File: src/rtl/csa_seq_accum.sv
// Sequential carry-save accumulator: folds N_ROWS partial-product rows into a
// redundant (sum, carry) pair, one 3:2 compression per accepted row.
// Optional build feature CSA_SEQ_CPA_EN adds a FINAL state and a registered
// carry-propagate result on result_o.
module csa_seq_accum #(
  parameter int W      = 33,
  parameter int N_ROWS = 3
) (
  input  logic         clk,
  input  logic         rst_n,
  input  logic         clr,
  input  logic         in_valid,
  output logic         in_ready,
  input  logic [W-1:0] in_row,
  output logic         out_valid,
  input  logic         out_ready,
  output logic [W-1:0] sum_o,
  output logic [W-1:0] carry_o,
`ifdef CSA_SEQ_CPA_EN
  output logic [W-1:0] result_o,
`endif
  output logic         busy
);

  localparam int CNT_W = $clog2(N_ROWS + 1);
  localparam logic [CNT_W-1:0] LAST_CNT = CNT_W'(N_ROWS - 1);

`ifdef CSA_SEQ_CPA_EN
  typedef enum logic [1:0] {S_IDLE, S_ACC, S_FINAL, S_DONE} state_e;
  localparam state_e S_AFTER_LAST = S_FINAL;
`else
  typedef enum logic [1:0] {S_IDLE, S_ACC, S_DONE} state_e;
  localparam state_e S_AFTER_LAST = S_DONE;
`endif

  state_e           state_q, state_d;
  logic [W-1:0]     sum_q, sum_d;
  logic [W-1:0]     carry_q, carry_d;
  logic [CNT_W-1:0] row_cnt_q, row_cnt_d;
`ifdef CSA_SEQ_CPA_EN
  logic [W-1:0]     result_q, result_d;
`endif

  logic         accept;
  logic [W-1:0] csa_sum;
  logic [W-2:0] csa_maj;

  // Majority is only kept below the MSB; the top carry falls off (mod 2^W).
  assign csa_sum = sum_q ^ carry_q ^ in_row;
  assign csa_maj = (sum_q[W-2:0] & carry_q[W-2:0])
                 | (sum_q[W-2:0] & in_row[W-2:0])
                 | (carry_q[W-2:0] & in_row[W-2:0]);

  assign in_ready  = (state_q == S_IDLE) || (state_q == S_ACC);
  assign accept    = in_valid & in_ready;
  assign out_valid = (state_q == S_DONE);
  assign busy      = (state_q != S_IDLE);
  assign sum_o     = sum_q;
  assign carry_o   = carry_q;
`ifdef CSA_SEQ_CPA_EN
  assign result_o  = result_q;
`endif

  always_comb begin
    // NOTE: every next-state signal gets its hold value first so no path leaves it unassigned (no latches).
    state_d   = state_q;
    sum_d     = sum_q;
    carry_d   = carry_q;
    row_cnt_d = row_cnt_q;
`ifdef CSA_SEQ_CPA_EN
    result_d  = result_q;
`endif

    if (clr) begin
      state_d   = S_IDLE;
      sum_d     = '0;
      carry_d   = '0;
      row_cnt_d = '0;
`ifdef CSA_SEQ_CPA_EN
      result_d  = '0;
`endif
    end else begin
      unique case (state_q)
        S_IDLE: begin
          if (accept) begin
            sum_d     = in_row;
            carry_d   = '0;
            row_cnt_d = CNT_W'(1);
            state_d   = (N_ROWS == 1) ? S_AFTER_LAST : S_ACC;
          end
        end
        S_ACC: begin
          if (accept) begin
            sum_d     = csa_sum;
            carry_d   = {csa_maj, 1'b0};
            row_cnt_d = row_cnt_q + CNT_W'(1);
            if (row_cnt_q == LAST_CNT) state_d = S_AFTER_LAST;
          end
        end
`ifdef CSA_SEQ_CPA_EN
        S_FINAL: begin
          result_d = sum_q + carry_q;
          state_d  = S_DONE;
        end
`endif
        S_DONE: begin
          // sum/carry stay visible after the handoff until the next first row.
          if (out_ready) begin
            state_d   = S_IDLE;
            row_cnt_d = '0;
          end
        end
        default: state_d = S_IDLE;
      endcase
    end
  end

  always_ff @(posedge clk or negedge rst_n) begin
    if (!rst_n) begin
      state_q   <= S_IDLE;
      sum_q     <= '0;
      carry_q   <= '0;
      row_cnt_q <= '0;
`ifdef CSA_SEQ_CPA_EN
      result_q  <= '0;
`endif
    end else begin
      // NOTE: non-blocking so every register samples the pre-edge values of the others.
      state_q   <= state_d;
      sum_q     <= sum_d;
      carry_q   <= carry_d;
      row_cnt_q <= row_cnt_d;
`ifdef CSA_SEQ_CPA_EN
      result_q  <= result_d;
`endif
    end
  end

endmodule

File: config.mk
export PLATFORM = sky130hd
export DESIGN_NAME = csa_seq_accum
export DESIGN_NICKNAME = d
export VERILOG_FILES = /design/src/rtl/csa_seq_accum.sv
export SDC_FILE = /design/constraint.sdc
export NUM_CORES = 1
export LEC_CHECK = 0
export CORE_ASPECT_RATIO = 0.75
export CORE_MARGIN = 3
export CORE_UTILIZATION = 43
export DETAILED_ROUTE_END_ITERATION = 6
export HOLD_SLACK_MARGIN = 0.15
export PLACE_DENSITY = 0.77
export SETUP_SLACK_MARGIN = 0.3
export SLEW_MARGIN = 10
export SYNTH_ARGS = -nofsm -noshare
export SYNTH_HDL_FRONTEND = slang
export SYNTH_SLANG_ARGS = --single-unit
File: constraint.sdc
create_clock -name clk -period 1.86 [get_ports clk]
set_clock_uncertainty 0.15 [all_clocks]
set_input_delay 0.372 -clock clk [delete_from_list [all_inputs] [get_ports clk]]
set_output_delay 0.372 -clock clk [all_outputs]
set_load 0.01 [all_outputs]
==> results of run 1 <==
## cells by family (layout without fill, tap and decap cells)
logic type,count (synthesis),after routing
AO/OA/AOI/OAI,78,78
XOR/XNOR,1,1
adder cells (fa/ha/maj),37,37
buffers and inverters,25,208
flip-flops,69,69
multiplexers,32,32
other,1,1
AND/OR/NAND/NOR,14,14
## synthesized netlist by cell type (2+ instances only)
cell / count / area (sq um)
inv_1: 6 / 22.52
nand2b_1: 2 / 12.51
and3_1: 2 / 12.51
nor2_1: 2 / 7.510
mux2i_1: 32 / 320.3
ha_1: 6 / 75.07
fa_1: 31 / 620.6
and2_1: 2 / 12.51
buf_2: 15 / 75.07
clkbuf_1: 3 / 11.26
nand3_1: 3 / 15.01
a22o_1: 32 / 280.3
o2bb2ai_1: 32 / 280.3
o21ai_0: 2 / 10.01
dfrtp_1: 69 / 1727
o211ai_1: 2 / 15.01
## metrics by stage
stage | cells | power, uW | setup TNS [ns] | hold WS, ns | cell area [sq um]
global placement | 463 | 3191 | -0.007581 | 0.2661 | 4887
global route | 545 | 5313 | -4.353 | 0.3799 | 5722
detailed placement | 463 | 3241 | -0.2264 | 0.2614 | 4887
finish | 545 | 5024 | -0.3382 | 0.3628 | 5722
floorplan | 257 | 2590 | 0 | -0.07359 | 3685
CTS | 514 | 4899 | 0 | 0.3779 | 5393
## final cells by class
cell class | count | share of cell area, %
clock buffer | 12 | 4.483
clock inverter | 4 | 0.3936
inverter | 6 | 0.4373
multi-input combinational | 163 | 32.52
sequential | 69 | 30.18
tap | 105 | 2.296
timing repair buffer | 186 | 29.70
## sequential cells by signal (all words and copies together), names as in the netlist
signal     count
row_cnt_q      2
sum_o         33
state_q        2
carry_o       32
## path summary, 6_finish.rpt
check | from | slack, ns | cells past startpoint | endpoint
min in group asynchronous | rst_n | 0.46 | 3 | row_cnt_q[0]
worst min register to register | sum_o[7] | 0.36 | 1 | sum_o[7]
worst max-delay path | state_q[1] | -0.03 | 8 | sum_o[31]
worst max register to register | state_q[1] | -0.03 | 8 | sum_o[31]
max in group asynchronous | rst_n | 0.80 | 3 | sum_o[32]
worst min-delay path | sum_o[7] | 0.36 | 1 | sum_o[7]
## timing repair
| action | in CTS | in global routing |
|---|---|---|
| endpoints found under the hold margin | 69 | 0 |
| buffers inserted | 34 | 29 |
| endpoints found under the setup margin | 137 | 108 |
| hold buffers | 1 | 0 |
| gates resized for setup | 94 | 28 |
| cloned | 0 | 2 |
| pin swaps | 3 | 1 |
## power groups by stage
stage          Clock [uW]  Sequential, uW  Combinational, uW
4_1_cts              1600            1770               1530
3_3_place_gp            0            1820               1370
5_1_grt              1670            1780               1860
3_5_place_dp            0            1830               1410
6_report             1570            1760               1700
2_1_floorplan           0            1860                726
## metal layers
metal  wire, um  global-route usage [%]  part of all wire [%]  vias up
met4         70                   4.694                  0.69        0
li1           -                       -                     -     1321
met1       4582                   29.61                    45     1480
met5          0                       0                     0        -
met3        714                   6.135                   7.0        7
met2       4822                   31.42                    47      121
==> flow_metrics.env, run 1 <==
export IMPL_cpPeakStageDelay_ns=0.36
export IMPL_fin_crit_ns=1.891
export IMPL_dp_worst_setup_slack_ns=-0.06628
export IMPL_wirelength_um=10190
export IMPL_fillCellCount=578
export IMPL_synth_compound_area_share_pct=18.73
export IMPL_grt_pass1_vias=3031
export IMPL_drt_pass1_iterations=4
export IMPL_min_path_type="flip-flop to flip-flop"
export IMPL_syn_area_sq_mm=0.003633
export IMPL_layout_commonest_cell="buf_4"
export IMPL_path_buf_inv=4
export IMPL_p_leak_uw=0.002874
export IMPL_layout_common_cells="buf_4, dfrtp_1, dlygate4sd2_1, clkdlybuf4s50_1"
export IMPL_crit_required_ns=1.95
export IMPL_path_delay_family="buffers and inverters"
export IMPL_seqPwrFrac_pct=35.0
export IMPL_grt_max_degree=70
export IMPL_synth_adder_area_share_pct=19.15
export IMPL_clk_latency_ns=0.32
export IMPL_drc=0
export IMPL_endpoint_kind="flip-flop"
export IMPL_antenna_found_initial=0
export IMPL_gp_congestion=0.7747
export IMPL_cts_tree="built"
export IMPL_synth_xor_area_share_pct=0.2410
export IMPL_ff_latch_area_sq_mm=0.001727
export IMPL_synth_top_family_by_area="adder cells"
export IMPL_critPathSlowestCell="dfrtp_1"
export IMPL_final_nets=510
export IMPL_fp_coreArea_sq_mm=0.008058
export IMPL_synth_nets=332
export IMPL_root_buffer="clkbuf_16"
export IMPL_rows=28
export IMPL_synthCells=257
export IMPL_crit_type="flip-flop to flip-flop"
export IMPL_rsz0062_at_grt="yes"
export IMPL_ir_worst_vdd_v=0.0006264
export IMPL_track_usage_pct=20.64
export IMPL_path_cells="inv_2 > ha_2 > or2_1 > buf_4 > a21oi_4 > buf_12 > clkbuf_16 > o2bb2ai_1"
export IMPL_initial_core_util_pct=45.09
export IMPL_start_kind="flip-flop"
export IMPL_violations="setup timing"
export IMPL_synth_edf_count=0
export IMPL_clkPwrFrac_pct=31.2
export IMPL_comb_power_share_pct=33.8
export IMPL_ant_nets=0
export IMPL_postSynth_asyncResetShare_pct=100.0
export IMPL_area_delta_synth_final_pct=57.47
export IMPL_synth_simple_area_share_pct=2.238
export IMPL_arrival_ns=1.98
export IMPL_die_area_sq_mm=0.009601
export IMPL_fin_util_pct=71.01
export IMPL_post_route_period_util_pct=101.7
export IMPL_timing_fmax_mhz=528.7
export IMPL_num_vias=2929
export IMPL_slew_violations=0
export IMPL_path_clk_slew_ns=0.06
export IMPL_wire_per_inst_um=18.69
export IMPL_die_h_um=85.61
export IMPL_hold_viol=0
export IMPL_final_layout_size_suffix_gt1_share_pct=27.05
export IMPL_dp_hpwl_um=6277
export IMPL_setup_viol=34
export IMPL_outcome="finished, violations left"
export IMPL_diodes=0
export IMPL_synth_seq_area_share_pct=47.52
export IMPL_die_w_um=112.1
export IMPL_multi_input_area_sq_mm=0.001861
export IMPL_grt_ovfl_total=0
export IMPL_yosysUniqueCellTypes=32
export IMPL_swShare_pct=30.70
export IMPL_worst_path_max_fanout=17
export IMPL_power_density_mw_per_mm2=878.1
export IMPL_drtIter0Drc=106
export IMPL_dominantRegCellSynth="dfrtp_1"
export IMPL_ys_warn_count=0
export IMPL_syn_avg_cell_area_sq_um=14.14
export IMPL_grt_pass1_wl_um=15730
export IMPL_power_switching_uw=1542
export IMPL_numPortBuffers=105
export IMPL_worst_slack_ns=-0.03148
export IMPL_p_int_uw=3482
export IMPL_vias_per_cell=5.374
export IMPL_ys_seq_elements=69
export IMPL_clockBufferDepth=2
export IMPL_maxCapViolCount=0
export IMPL_numCtsBuffers=9
export IMPL_htreeDepth=3
export IMPL_ios=107
export IMPL_synthMuxAreaShare_pct=8.815
export IMPL_clock_sinks=69
(Power assumes the default switching activity.)
==> run 2, diff against run 1 <==
Settings changed: ABC_AREA set to 1, CORE_UTILIZATION 43 to 50, DONT_BUFFER_PORTS set to 1, PLACE_DENSITY 0.77 to 0.68.
==> flow_metrics.env, run 2 <==
export IMPL_synth_simple_area_share_pct=32.97
export IMPL_hold_ws_ns=-0.4393
export IMPL_synth_xor_area_share_pct=0
export IMPL_outcome="finished, violations left"
export IMPL_netlist_top_cell_by_area="dfrtp_1"
export IMPL_worst_slack_ns=0.07617
export IMPL_synth_area_leaders="dfrtp_1, nand2_1, fa_1, nand3_1, buf_6"
export IMPL_p_leak_uw=0.002825
export IMPL_fin_area_sq_mm=0.005230
export IMPL_postSynth_asyncResetShare_pct=100.0
export IMPL_fp_coreArea_sq_mm=0.007601
export IMPL_dp_worst_setup_slack_ns=0.1116
export IMPL_ys_seq_elements=69
export IMPL_vias_per_cell=5.394
export IMPL_ios=107
export IMPL_maxCapViolCount=0
export IMPL_synth_nets=552
export IMPL_placed_area_sq_mm=0.004096
export IMPL_htreeDepth=3
export IMPL_clock_sinks=69
export IMPL_timing_fmax_mhz=560.6
export IMPL_clockBufferDepth=2
export IMPL_layout_commonest_cell="nand2_1"
export IMPL_ant_nets=0
export IMPL_die_area_sq_mm=0.009209
export IMPL_synth_common_cells="nand2_1, dfrtp_1, nand3_1, fa_1, nand2_2"
export IMPL_p_int_uw=3635
export IMPL_synth_adder_area_share_pct=17.21
export IMPL_fin_tns_setup_ns=0
export IMPL_dp_hpwl_um=6648
export IMPL_post_route_period_util_pct=95.91
export IMPL_r2r_start="state_q[1]"
export IMPL_initial_core_util_pct=53.17
export IMPL_yosysUniqueCellTypes=22
export IMPL_numCtsBuffers=9
export IMPL_hold_buffers=35
export IMPL_power_switching_uw=2393
export IMPL_synthCells=477
export IMPL_syn_area_sq_mm=0.004041
export IMPL_largest_register_ffs=33
export IMPL_wire_per_inst_um=18.37
export IMPL_grt_max_degree=70
export IMPL_layout_common_cells="nand2_1, dfrtp_1, nand3_1, dlygate4sd3_1, fa_1"
export IMPL_synthMuxAreaShare_pct=0
export IMPL_grt_pass1_wl_um=19260
export IMPL_drt_pass1_iterations=6
export IMPL_synth_top_family_by_area="simple AND/OR/NAND/NOR gates"
export IMPL_start_kind="flip-flop"
export IMPL_synth_seq_area_share_pct=42.72
export IMPL_ir_worst_vdd_v=0.0005484
export IMPL_grt_pass1_vias=3633
export IMPL_clk_latency_ns=0.35
export IMPL_hold_viol=69
export IMPL_path_clk_slew_ns=0.08
export IMPL_instances_no_fill=642
export IMPL_fin_crit_ns=1.784
export IMPL_endpoint_kind="flip-flop"
export IMPL_gp_congestion=0.7713
export IMPL_root_buffer="clkbuf_8"
export IMPL_numPortBuffers=0
export IMPL_syn_avg_cell_area_sq_um=8.472
export IMPL_antenna_found_initial=0
export IMPL_setup_viol=0
export IMPL_power_density_mw_per_mm2=1153
export IMPL_arrival_ns=1.92
export IMPL_r2r_cells=9
export IMPL_dp_cells=565
export IMPL_wirelength_um=11790
export IMPL_final_nets=611
export IMPL_drtIter0Drc=284
export IMPL_worst_path_max_fanout=7
export IMPL_swShare_pct=39.69
export IMPL_crit_type="flip-flop to flip-flop"
export IMPL_die_h_um=83.86
export IMPL_final_layout_size_suffix_gt1_share_pct=17.74
export IMPL_yosysMostFrequentCell="nand2_1"
export IMPL_synth_top_area_share_pct=42.72
export IMPL_seqPwrFrac_pct=35.6
export IMPL_die_w_um=109.8
export IMPL_rows=27
export IMPL_comb_power_share_pct=42.6
export IMPL_drc=0
export IMPL_area_delta_synth_final_pct=29.41
export IMPL_ys_warn_count=0
export IMPL_min_path_type="input pin to asynchronous set/reset pin"
export IMPL_synth_compound_area_share_pct=0.7430
export IMPL_cts_tree="built"
export IMPL_dominantRegCellSynth="dfrtp_1"
export IMPL_num_vias=3463
export IMPL_violations="hold timing"
export IMPL_diodes=0
export IMPL_crit_start="state_q[1]"
export IMPL_track_usage_pct=27.23
export IMPL_synth_edf_count=0
export IMPL_grt_ovfl_total=0
export IMPL_slew_violations=0
export IMPL_clkPwrFrac_pct=21.7
export IMPL_rsz0062_at_grt="yes"
export IMPL_crit_required_ns=2.00
==> run 2: repair_timing <==
| action | CTS | global route |
|---|---|---|
| endpoints found under the setup margin | 72 | 72 |
| hold endpoints to repair | 137 | 69 |
| pin swaps | 16 | 1 |
| cloned | 8 | 0 |
| resized for setup | 52 | 5 |
| setup buffers | 14 | 4 |
==> run 2: stage by stage <==
step,power [uW],hold slack (ns),util [%]
after floorplan,3427,-0.07359,-
after CTS,5867,-0.4527,68.13
final,6028,-0.4393,68.81
after global placement,3763,-0.07053,53.89
after global routing,6426,-0.4664,68.81
after detailed placement,3840,-0.07044,53.89
==> run 2: worst paths after layout <==
check | endpoint | slack (ns)
worst max-delay path | sum_o[12] | 0.08
worst min-delay path | carry_o[6] | -0.44
worst max register to register | sum_o[12] | 0.08
worst min register to register | row_cnt_q[1] | 0.36
max in group asynchronous | sum_o[31] | 1.86
min in group clk | carry_o[2] | 0.18
==> run 2: cells by family (layout without fill, tap and decap cells) <==
| kind of cell | count (synthesis) | in the layout |
|---|---|---|
| buf+inv | 39 | 103 |
| flops | 69 | 69 |
| simple gates | 328 | 328 |
| fa+ha+maj | 37 | 37 |
| other cells | 1 | 1 |
| compound gates | 3 | 3 |
==> run 2: per-layer routing <==
layer / track usage [%] / up-vias / wire length (um)
li1: - / 1574 / -
met1: 34.62 / 1692 / 4680
met2: 41.96 / 176 / 5585
met3: 11.91 / 21 / 1346
met4: 8.041 / 0 / 180
met5: 0 / - / 0
==> run 2: final cells by class <==
type                       count  area (sq um)
timing repair buffer          72         949.7
tap                          101         126.4
clock buffer                  13         168.9
fill                         595          2371
inverter                      15         61.31
sequential                    69          1727
multi-input combinational    369          2155
clock inverter                 3         42.54
==> run 2: power by group through the flow <==
stage / Sequential (uW) / Combinational (uW) / Clock [uW]
floorplan: 2080 / 1350 / 0
global placement: 2160 / 1610 / 0
detailed placement: 2160 / 1670 / 0
CTS: 2150 / 2390 / 1330
global route: 2190 / 2820 / 1410
finish: 2150 / 2570 / 1310
==> run 2: worst max-delay path, stage by stage, from the launching register on <==
cell	delay [ns]
dfrtp_1	0.40
inv_2	0.13
ha_4	0.21
o21ai_4	0.08
buf_6	0.12
nor2_4	0.17
buf_6	0.17
buf_8	0.14
nand2_1	0.06
nand2_1	0.08
==> edit 1, RTL diff (settings of run 1) <==
Build with the macro `CSA_SEQ_CPA_EN` defined.
--- a/src/rtl/csa_seq_accum.sv
+++ b/src/rtl/csa_seq_accum.sv
@@ -4,2 +4,4 @@
 // carry-propagate result on result_o.
+`define CSA_SEQ_CPA_EN
+
 module csa_seq_accum #(
Check against the original RTL (old outputs only; new: result_o): not equivalent (Yosys sat finds a counterexample within 4 cycles, from zero or initial values and one cycle with rst_n low).
==> edit 1 against run 1 <==
- the run still ends with setup timing left
- combinational power rose to 4.0 times the old value
- die area up 80%
- sequential cell count up 33
- routed wire length rose to 3.0 times the old value
- critical path depth unchanged
- setup slack worse by 0.86 ns
- sequential power up 61%
- maximum frequency down 31%
- design area up 110%
- power up 140%
- area after synthesis up 86%
- count of clock-buffer cells in the layout unchanged
- largest cell class unchanged
- largest power group is now combinational cells
==> edit 1: results (changes against run 1) <==
- Synth top area share: 37.8% (was 47.5%)
- Critical Path Start: sum_o[25]$_DFFE_PN0P_ (was state_q[1]$_DFFE_PN0P_)
- Outcome: complete, but fails checks (unchanged)
- Routability cong.: 0.939 (was 0.775)
- GR Layer Usage met2: 49.0% (was 31.4%)
- Final WS setup: -0.893 ns (was -0.0315 ns)
- Final hold slack: 0.253 ns (was 0.363 ns)
- Crit-path leading delay family: compound AO/OA/AOI/OAI gates (was buffers and inverters)
- M1 WL: 11800 um (was 4580 um)
- Worst-Skew Late Latency: 0.37 ns (was 0.32 ns)
- Netlist cell types: 67 (was 32)
- CP max stage delay: 0.49 ns (was 0.36 ns)
- TritonRoute pass-1 iters: 6 (was 4)
- DR WL/cell: 24.0 um (was 18.7 um)
- DRT iter0 DRCs: 960 (was 106)
- Layout Nets: 1180 (was 510)
- GRT met1 Usage: 40.1% (was 29.6%)
- Total global-route track usage: 30.3% (was 20.6%)
- Met3 routed WL: 2960 um (was 714 um)
- Worst-path fanout max: 3 (was 17)
- Port bufs: 138 (was 105)
- Final HPWL DP: 14900 um (was 6280 um)
- Maximum number of pins on one net before global-route repair: 44 (was 70)
- Seq/Total Area, Yosys: 37.8% (was 47.5%)
- Top cells by area, synth: dfrtp_1 (38%), fa_1 (9.5%), ha_1 (6.8%), mux2i_1 (5.5%), nand2_1 (5.0%) (was dfrtp_1 (48%), fa_1 (17%), mux2i_1 (8.8%), a22o_1 (7.7%), o2bb2ai_1 (7.7%))
- WP data arrival: 2.85 ns (was 1.98 ns)
- First-pass GRT wire length: 40600 um (was 15700 um)
- Syn Nets: 802 (was 332)
- Failing checks: setup timing (unchanged)
- Share of layout cells above drive strength 1: 48.5% (was 27.0%)
- List of most frequent post-synthesis cells: dfrtp_1 (102), nand2_1 (90), o21ai_0 (67) (was dfrtp_1 (69), a22o_1 (32), mux2i_1 (32), o2bb2ai_1 (32), fa_1 (31))
- Reg clk slew, reported paths: 0.08 ns (was 0.06 ns)
- CP max stage cell: o21ai_0 (was dfrtp_1)
- Vias per std cell: 5.98 (was 5.37)
- Worst slew pin tran: between 0.5 and 0.6 ns
- P_leak: 5.76 nW (was 2.87 nW)
- Critical path class: flop to flop (unchanged)
- Met3 Track Usage GR: 7.87% (was 6.14%)
- Fillers: 800 (was 578)
- Final setup violation count: 100 (was 34)
- Sw power: 4.56 mW (was 1.54 mW)
- Diodes inserted: 0 (unchanged)
- Routed wire length: 30800 um (was 10200 um)
- Setup TNS: -31.26 ns (was -0.338 ns)
edit 1: worst reg2reg max path, delay by kind of cell, from the launching register on:
kind,cells,cell delay (ns)
adders and majority gates,1,0.35
and+or+nand+nor,2,0.22
AOI/OAI and AO/OA,5,1.50
DFF,1,0.42
edit 1: cell families (layout without fill, tap and decap cells):
logic type | Yosys count | in the layout | synth area share (%)
AND/OR/NAND/NOR | 176 | 178 | 11.8
AO/OA/AOI/OAI | 212 | 212 | 20.5
buffers and inverters | 74 | 455 | 5.03
multiplexers | 37 | 37 | 5.48
other | 1 | 1 | 0.0555
XOR/XNOR | 24 | 24 | 3.11
flip-flops | 102 | 102 | 37.8
adder cells (fa/ha/maj) | 69 | 69 | 16.3
edit 1: layout make-up:
class                   instances  share of cell area, %
inverters                      41                   1.27
clock inverters                 4                  0.632
clock buffers                  12                   2.09
repair buffers                398                   34.0
well taps                     205                   2.09
flip-flops and latches        102                   20.8
multi-input cells             521                   39.1
edit 1: repair_timing:
item / in CTS / in global routing
resized for setup: 580 / 180
pin swaps: 92 / 66
gates cloned: 13 / 4
hold endpoints to repair: 102 / 0
setup endpoints to repair: 203 / 183
buffers inserted: 60 / 23
hold buffers: 1 / 0
edit 1: stage by stage:
stage / instance area [um^2] / total power [mW]
finish: 12300 / 11.9
global route: 12300 / 12.3
CTS: 11500 / 10.7
detailed placement: 9640 / 6.98
global placement: 9640 / 6.88
floorplan: 7020 / 5.05
edit 1: power by group through the flow:
stage | clock network, mW | logic [mW] | registers [mW]
finish | 2.20 | 6.86 | 2.84
global route | 2.29 | 7.19 | 2.86
CTS | 2.17 | 5.69 | 2.79
detailed placement | 0 | 4.18 | 2.79
global placement | 0 | 4.10 | 2.78
floorplan | 0 | 2.06 | 2.99
==> edit 2, RTL diff (settings of run 1) <==
Without the edit above. Re-encode `state_e` (3 states) as one-hot, 3 bits wide.
--- a/src/rtl/csa_seq_accum.sv
+++ b/src/rtl/csa_seq_accum.sv
@@ -31,3 +31,3 @@
 `else
-  typedef enum logic [1:0] {S_IDLE, S_ACC, S_DONE} state_e;
+  typedef enum logic [2:0] {S_IDLE = 3'b001, S_ACC = 3'b010, S_DONE = 3'b100} state_e;
   localparam state_e S_AFTER_LAST = S_DONE;
Check against the original RTL: same outputs for any inputs over 4 cycles, from zero or initial values and one cycle with rst_n low; so few cycles prove little.
==> edit 2 against run 1 <==
- area after synthesis grew 5.9%
- largest power group is now clock
- sequential cell count increased by 1
- routed wire length grew 33%
- the run still ends with setup timing left
- design area is 14% higher
- power down 3.2%
- maximum frequency decreased by 3.8%
- setup slack lost 0.074 ns
==> edit 2: results (changes against run 1) <==
- Worst hold path class: input port to flop (was flop to flop)
- TritonRoute pass-1 iters: 5 (was 4)
- Maximum number of pins on one net before global-route repair: 71 (was 70)
- Failing checks: setup timing (unchanged)
- R2R Path End: sum_o[1]$_DFFE_PN0P_ (was sum_o[31]$_DFFE_PN0P_)
- Routed wire length: 13600 um (was 10200 um)
- Seq/Total Area, Yosys: 45.5% (was 47.5%)
- Initial antenna violation count: 1 (was 0)
- Vias in the first global route: 3606 (was 3031)
- Final WS setup: -0.106 ns (was -0.0315 ns)
- Top cells by area, synth: dfrtp_1 (45%), fa_1 (16%), mux2i_1 (8.6%), a22o_1 (7.3%), a211oi_1 (4.3%) (was dfrtp_1 (48%), fa_1 (17%), mux2i_1 (8.8%), a22o_1 (7.7%), o2bb2ai_1 (7.7%))
- Layout Nets: 565 (was 510)
- Placed Cells: 506 (was 463)
- Peak VDD IR: 383 uV (was 626 uV)
- WP data arrival: 2.01 ns (was 1.98 ns)
- P_leak: 2.98 nW (was 2.87 nW)
- Cells after Synth: 297 (was 257)
- Fillers: 512 (was 578)
- First-pass GRT wire length: 19800 um (was 15700 um)
- Outcome: complete, but fails checks (unchanged)
- List of most frequent post-synthesis cells: dfrtp_1 (69), mux2i_1 (33), a22o_1 (32) (was dfrtp_1 (69), a22o_1 (32), mux2i_1 (32), o2bb2ai_1 (32), fa_1 (31))
- Worst-path fanout max: 7 (was 17)
- Netlist cell types: 36 (was 32)
- Share of layout cells above drive strength 1: 42.3% (was 27.0%)
- Final setup violation count: 51 (was 34)
- Worst slack, placed: -0.506 ns (was -0.0663 ns)
- Reg2reg start: state_q[0]$_DFFE_PN1P_ (was state_q[1]$_DFFE_PN0P_)
[edit 2: cell count changes after synthesis, moves of 7 or more]
| cell | run 1 | this run |
|---|---|---|
| nor2_1 | 2 | 24 |
| buf_2 | 15 | 8 |
| a211oi_2 | 0 | 10 |
| nor2_2 | 0 | 11 |
| a211oi_1 | 0 | 22 |
| o2bb2ai_1 | 32 | 0 |
[edit 2: metrics by stage]
stage	power, mW	TNS (ns)	util (%)
6_report	4.86	-1.57	75.9
5_1_grt	5.07	-4.12	75.9
4_1_cts	4.72	-0.0190	73.3
3_5_place_dp	2.67	-22.53	59.1
3_3_place_gp	2.64	-19.45	59.1
2_1_floorplan	2.24	0	-
[edit 2: worst max-delay path, stage by stage, from the launching register on]
cell	delay, ns
dfstp_2	0.40
buf_6	0.14
buf_6	0.11
nor3b_4	0.19
buf_6	0.18
buf_6	0.11
buf_12	0.13
mux2i_1	0.27
a211oi_2	0.12
[edit 2: worst min path at each step]
stage | cells past startpoint | slack (ns) | startpoint | endpoint
after floorplan | 0 | -0.07 | rst_n | carry_o[10]$_DFFE_PN0P_
after global placement | 2 | 0.28 | rst_n | sum_o[28]$_DFFE_PN0P_
after detailed placement | 2 | 0.28 | rst_n | sum_o[28]$_DFFE_PN0P_
after CTS | 2 | 0.24 | clr | state_q[1]$_DFFE_PN0P_
after global routing | 2 | 0.28 | clr | state_q[1]$_DFFE_PN0P_
final | 2 | 0.25 | clr | state_q[1]$_DFFE_PN0P_
[edit 2: metal layers]
metal,share of wire [%],vias to the layer above,track usage (%)
met5,0.096,-,0
li1,-,1475,-
met4,3.3,2,9.06
met2,47,197,40.8
met3,8.4,48,6.70
met1,41,1726,35.5
[edit 2: power breakdown]
part,leakage [nW],switching (mW),internal [mW]
clock,0.152,0.663,1.10
combinational,1.89,0.658,0.707
sequential,0.938,0.108,1.62
[edit 2: what timing repair did]
action	CTS	global route
hold endpoints to repair	69	0
pin swaps	26	19
setup endpoints to repair	137	110
setup buffers	57	16
resized for setup	188	57
hold buffers	1	0
gates cloned	10	1
[edit 2: kinds of logic (layout without fill, tap and decap cells)]
group,after synthesis,in the layout,synth area share [%]
other,1,1,0.0974
buffers and inverters,27,228,4.58
DFF,70,70,45.5
AOI/OAI and AO/OA,78,78,17.2
adders and majority gates,33,33,16.8
xor gates and xnor gates,1,1,0.228
muxes,33,33,8.58
and+or+nand+nor,54,55,6.99
[edit 2: cell type report]
type                            count  share of cell area (%)
Clock inverter                      4                   0.690
Clock buffer                       12                    3.93
Tap cell                          108                    2.07
Timing Repair Buffer              208                    32.6
Sequential cell                    70                    26.9
Inverter                            4                   0.230
Multi-Input combinational cell    201                    33.6
